**src/rtl/vga_fb_writer.sv**
```systemverilog
`default_nettype none
// ============================================================================
// Module   : vga_fb_writer
// Purpose  : Gathers single-pixel writes for a 256x192 8bpp framebuffer into
//            byte-masked 32-bit words, one memory write + command per word.
// Revision : 1.0 - initial release
// ============================================================================
module vga_fb_writer #(
    parameter logic [29:0] FB_BASE_ADDR = 30'h0000000,
    parameter int          FLUSH_CYCLES = 16
) (
    input  logic        clk,
    input  logic        rst_n,
    input  logic        calib_done,
    input  logic        px_valid,
    output logic        px_ready,
    input  logic [7:0]  px_x,
    input  logic [7:0]  px_y,
    input  logic [7:0]  px_color,
    input  logic        flush,
    output logic        idle,
    output logic        wr_error,
    output logic        mem_cmd_en,
    output logic [2:0]  mem_cmd_instr,
    output logic [5:0]  mem_cmd_bl,
    output logic [29:0] mem_cmd_byte_addr,
    input  logic        mem_cmd_full,
    output logic        mem_wr_en,
    output logic [3:0]  mem_wr_mask,
    output logic [31:0] mem_wr_data,
    input  logic        mem_wr_full,
    input  logic        mem_wr_underrun,
    input  logic        mem_wr_error
);

    localparam int c_CNT_W = (FLUSH_CYCLES > 1) ? $clog2(FLUSH_CYCLES) : 1;
    localparam logic [c_CNT_W-1:0] c_CNT_LAST = c_CNT_W'(FLUSH_CYCLES - 1);

    localparam logic [1:0] c_IDLE    = 2'd0;
    localparam logic [1:0] c_GATHER  = 2'd1;
    localparam logic [1:0] c_WR_DATA = 2'd2;
    localparam logic [1:0] c_WR_CMD  = 2'd3;

    logic [1:0]         r_state;
    logic [1:0]         w_next_state;
    logic [29:0]        r_addr;
    logic [31:0]        r_data;
    logic [3:0]         r_mask;
    logic [c_CNT_W-1:0] r_cnt;
    logic               r_hold_valid;
    logic [29:0]        r_hold_addr;
    logic [1:0]         r_hold_lane;
    logic [7:0]         r_hold_color;
    logic               r_wr_error;

    logic [29:0]        w_px_word_addr;
    logic [1:0]         w_px_lane;
    logic               w_accept;
    logic               w_same_word;
    logic               w_load_px;
    logic               w_merge_px;
    logic               w_capture_hold;
    logic               w_load_hold;
    logic               w_cnt_inc;

    // Base is word aligned, so the lane is px_x[1:0] and only the word part needs an adder.
    assign w_px_word_addr = {FB_BASE_ADDR[29:2] + {14'd0, px_y, px_x[7:2]}, 2'b00};
    assign w_px_lane      = px_x[1:0];
    assign w_same_word    = (w_px_word_addr == r_addr);
    assign w_accept       = px_valid && px_ready;

    always_ff @(posedge clk or negedge rst_n) begin
        if (!rst_n) begin
            r_state <= c_IDLE;
        end else begin
            r_state <= w_next_state;
        end
    end

    always_comb begin
        w_next_state   = r_state;
        w_load_px      = 1'b0;
        w_merge_px     = 1'b0;
        w_capture_hold = 1'b0;
        w_load_hold    = 1'b0;
        w_cnt_inc      = 1'b0;
        case (r_state)
            c_IDLE: begin
                if (w_accept) begin
                    w_load_px    = 1'b1;
                    w_next_state = c_GATHER;
                end
            end
            c_GATHER: begin
                if (w_accept && !w_same_word) begin
                    w_capture_hold = 1'b1;
                    w_next_state   = c_WR_DATA;
                end else if (w_accept) begin
                    w_merge_px = 1'b1;
                    if (flush || (r_mask == 4'b0000)) begin
                        w_next_state = c_WR_DATA;
                    end
                end else if (flush || (r_mask == 4'b0000) || (r_cnt == c_CNT_LAST)) begin
                    w_next_state = c_WR_DATA;
                end else begin
                    w_cnt_inc = 1'b1;
                end
            end
            c_WR_DATA: begin
                if (!mem_wr_full) begin
                    w_next_state = c_WR_CMD;
                end
            end
            c_WR_CMD: begin
                if (!mem_cmd_full) begin
                    if (r_hold_valid) begin
                        w_load_hold  = 1'b1;
                        w_next_state = c_GATHER;
                    end else begin
                        w_next_state = c_IDLE;
                    end
                end
            end
            default: w_next_state = c_IDLE;
        endcase
    end

    // rst_n gates px_ready so nothing is accepted while reset is held.
    always_comb begin
        px_ready   = 1'b0;
        idle       = 1'b0;
        mem_wr_en  = 1'b0;
        mem_cmd_en = 1'b0;
        case (r_state)
            c_IDLE: begin
                px_ready = calib_done && rst_n;
                idle     = 1'b1;
            end
            c_GATHER:  px_ready   = calib_done && rst_n;
            c_WR_DATA: mem_wr_en  = !mem_wr_full;
            c_WR_CMD:  mem_cmd_en = !mem_cmd_full;
            default: ;
        endcase
    end

    always_ff @(posedge clk or negedge rst_n) begin
        if (!rst_n) begin
            r_addr       <= FB_BASE_ADDR;
            r_data       <= 32'd0;
            r_mask       <= 4'hF;
            r_cnt        <= '0;
            r_hold_valid <= 1'b0;
            r_hold_addr  <= 30'd0;
            r_hold_lane  <= 2'd0;
            r_hold_color <= 8'd0;
        end else begin
            if (w_load_px) begin
                r_addr <= w_px_word_addr;
                r_data <= {24'd0, px_color} << {w_px_lane, 3'b000};
                r_mask <= ~(4'b0001 << w_px_lane);
            end else if (w_merge_px) begin
                r_data[{w_px_lane, 3'b000} +: 8] <= px_color;
                r_mask[w_px_lane]                <= 1'b0;
            end else if (w_load_hold) begin
                r_addr <= r_hold_addr;
                r_data <= {24'd0, r_hold_color} << {r_hold_lane, 3'b000};
                r_mask <= ~(4'b0001 << r_hold_lane);
            end

            if (w_capture_hold) begin
                r_hold_valid <= 1'b1;
                r_hold_addr  <= w_px_word_addr;
                r_hold_lane  <= w_px_lane;
                r_hold_color <= px_color;
            end else if (w_load_hold) begin
                r_hold_valid <= 1'b0;
            end

            if (w_load_px || w_merge_px || w_load_hold) begin
                r_cnt <= '0;
            end else if (w_cnt_inc) begin
                r_cnt <= r_cnt + 1'b1;
            end
        end
    end

    always_ff @(posedge clk or negedge rst_n) begin
        if (!rst_n) begin
            r_wr_error <= 1'b0;
        end else if (mem_wr_underrun || mem_wr_error) begin
            r_wr_error <= 1'b1;
        end
    end

    assign wr_error          = r_wr_error;
    assign mem_cmd_instr     = 3'b000;
    assign mem_cmd_bl        = 6'd0;
    assign mem_cmd_byte_addr = r_addr;
    assign mem_wr_mask       = r_mask;
    assign mem_wr_data       = r_data;

endmodule
`default_nettype wire

```
**config.mk**
```make
export PLATFORM = sky130hd
export DESIGN_NAME = vga_fb_writer
export DESIGN_NICKNAME = d
export VERILOG_FILES = /design/src/rtl/vga_fb_writer.sv
export SDC_FILE = /design/constraint.sdc
export NUM_CORES = 1
export LEC_CHECK = 0
export BUFFER_PORTS_ARGS = -buffer_cell sky130_fd_sc_hd__buf_2
export CORE_MARGIN = 2
export CORE_UTILIZATION = 55
export CTS_CLUSTER_DIAMETER = 60
export DETAILED_ROUTE_END_ITERATION = 16
export HOLD_SLACK_MARGIN = 0.1
export PLACE_DENSITY_LB_ADDON = 0.08
export SYNTH_ARGS = -nofsm -noshare
export SYNTH_HDL_FRONTEND = slang
export SYNTH_SLANG_ARGS = --single-unit
```
**constraint.sdc**
```tcl
create_clock -name clk -period 3.26 [get_ports clk]
set_input_delay 0.163 -clock clk [delete_from_list [all_inputs] [get_ports clk]]
set_output_delay 0.163 -clock clk [all_outputs]
set_load 0.05 [all_outputs]
```
==> metrics.cfg <==
[run_status]
status = finished clean

[synth]
synth_cell_types = 45
yosysMostFrequentCell = mux2_2
yosysTopAreaCellShare_pct = 39.6
synth-edff-count = 0
ys_ff_latch = 82
yosysWarnings = 0
synthTopCellsByCount = mux2_2 (79), dfrtp_1 (78), nand2_1 (64), mux2i_1 (29), buf_4 (26)
synth_top_area_cell = dfrtp_1
async_flop_share_pct = 100
postSynthAreaPerCell_sq_um = 10.6
synth_area_sq_um = 4930
synthTopCellsByArea = dfrtp_1 (40%), mux2_2 (18%), mux2i_1 (5.9%), nand2_1 (4.9%), buf_4 (4.0%)
yosysSeqAreaShare_pct = 41.7
ys_dominant_reg_cell = dfrtp_1
syn-instance-count = 466

[cells_and_area]
stdcell_count = 694
syn_to_final_growth_pct = 19.2
drive_above_1_share_pct = 35.5
n_fill_cell = 702
n_antenna_cell = 0
fin_nets = 623

[routing]
wl_per_cell_um = 16.9
first_pass_iters = 7
vias = 3970
viasPerCell = 5.72
finalWirelength_um = 11700
ant_nets = 0
drc = 0
drt_iter0_drc = 165

[clock_network]
cts_resized = 0
cts-root-buf = clkbuf_8
cts_buffer_depth = 2
numCtsBuffers = 9
cts_setup_buffers = 0
cts_tree = built
clk_pin_slew_ns = 0.09
cts.sinks = 82
holdBufCountCts = 17
insertion_delay_ns = 0.36
h-tree-depth = 3

[timing]
slew_headroom_pct = 50.8
finalHoldViolations = 0
setup_tns_ns = 0
fin_crit_ns = 2.71
clock_skew_ns = 0.0148
post-route-period-util_pct = 83.2
fmax_mhz = 369
finalSetupViolations = 0
slew_violations = 0
rsz0062_at_grt = no
worst_pin_slew_ns = 0.728

[power_and_ir_drop]
pwr_density_cell_nw_per_um2 = 935
fin_total_pwr_uw = 5500
ir_worst_vdd_mv = 0.506
leakage_uw = 0.00278

[min_path]
hold_path_depth = 2
hp-start = px_color[3]
hp-class = in2reg
hold_end = r_hold_color[3]

[setup_path]
end_kind = register
criticalPathCategory = in2reg
reg2reg_to = mem_wr_data[18]
rr_worst_depth = 8
r2r_start = r_state[0]
worst-path-max-fanout = 43
crit_required_ns = 3.51
r2r_slack_ns = 0.57
critPathLaunchType = input pin
worstPathArrival_ns = 2.96

[floorplan]
fp-row-count = 34
die_h_um = 98.7
start_util_pct = 56.6
core_sq_um = 8720
die_area_sq_um = 9740
io_pins = 113
die_width_um = 98.7

[global_route]
grt_first_pass_wirelength_um = 19600
antenna_found_initial = 0
track_usage_pct = 25.2
grt_pass1_vias = 3911
grt-ovfl-total = 0
grt_max_degree = 44

[placement]
place_congestion = 0.845
place_inst = 661
portBuffers = 87
dp_hpwl_um = 8180

[run]
drv_cap = 0

area by class of cell:
cell class,instances,area [sq um],area share [%]
tap,108,135,2.30
sequential,82,2060,35.0
clock buffer,10,138,2.34
multi-input combinational,346,2620,44.6
timing repair buffer,123,763,13.0
inverter,19,71.3,1.21
clock inverter,6,96.3,1.64
layer usage:
| metal | GRT usage, % | up-vias | part of all wire (%) |
|---|---|---|---|
| met5 | 0 | - | 0 |
| met4 | 9.48 | 0 | 1.7 |
| met3 | 3.83 | 19 | 5.6 |
| met2 | 39.1 | 147 | 47 |
| met1 | 36.0 | 1936 | 46 |
| li1 | - | 1868 | - |
layout by cell type (no fill, tap or decap), types with 8 or more instances in the layout:
| cell type | n |
|---|---|
| buf_2 | 86 |
| mux2_2 | 79 |
| dfrtp_1 | 78 |
| nand2_1 | 64 |
| mux2i_1 | 29 |
| conb_1 | 25 |
| nor2_1 | 20 |
| buf_4 | 19 |
| inv_1 | 18 |
| a32oi_1 | 18 |
| dlygate4sd3_1 | 17 |
| xnor2_1 | 14 |
| nand3_1 | 12 |
| nor2b_1 | 10 |
| clkbuf_8 | 10 |
| nand3b_1 | 9 |
| a22oi_1 | 9 |
| ha_1 | 9 |
| o32ai_1 | 8 |
state kept, by name, summed over array words and instances, names as in the netlist:
register           cells
r_cnt                  4
mem_wr_data           32
r_hold_lane            2
r_hold_valid           1
r_state                2
mem_wr_mask            4
r_hold_color           8
wr_error               1
mem_cmd_byte_addr     14
r_hold_addr           14
report_power, final:
part | internal [uW] | switching [uW] | total (uW)
registers | 1480 | 354 | 1830
clock network | 462 | 396 | 857
logic | 964 | 1850 | 2810
total | 2900 | 2600 | 5500
critical path: stages:
cell and delay, ns:
dlygate4sd3_1 0.54, buf_4 0.36, nand4_1 0.25, nand3b_1 0.26, nor4_4 0.20, buf_12 0.28
mux2i_1 0.31, buf_4 0.22, mux2_2 0.34
through the flow:
step	util, %	instance area (sq um)	hold slack (ns)	setup WS (ns)
after floorplan	-	5020	-0.133	0.488
after global placement	62.8	5480	0.108	0.588
after detailed placement	62.8	5480	0.110	0.584
after CTS	67.4	5880	0.138	0.527
after global routing	67.4	5880	0.158	0.352
final	67.4	5880	0.144	0.547
cells by family after synthesis:
group                    synth area share [%]
AO/OA/AOI/OAI                            8.78
XOR/XNOR                                 3.02
adder cells (fa/ha/maj)                  2.28
buffers and inverters                    7.08
flip-flops                               41.7
multiplexers                             23.9
other                                  0.0760
AND/OR/NAND/NOR                          13.2
worst max path at each step:
stage | start | end | slack (ns) | cells past startpoint
2_1_floorplan | r_state[1] | mem_cmd_byte_addr[11] | 0.49 | 6
3_5_place_dp | r_state[1] | mem_wr_data[21] | 0.58 | 9
5_1_grt | rst_n | mem_wr_data[18] | 0.35 | 9
6_report | rst_n | mem_wr_data[18] | 0.55 | 9
4_1_cts | rst_n | mem_wr_data[18] | 0.53 | 9
3_3_place_gp | r_state[1] | mem_wr_data[20] | 0.59 | 9
Note: power is estimated with default switching activity, not from simulation.
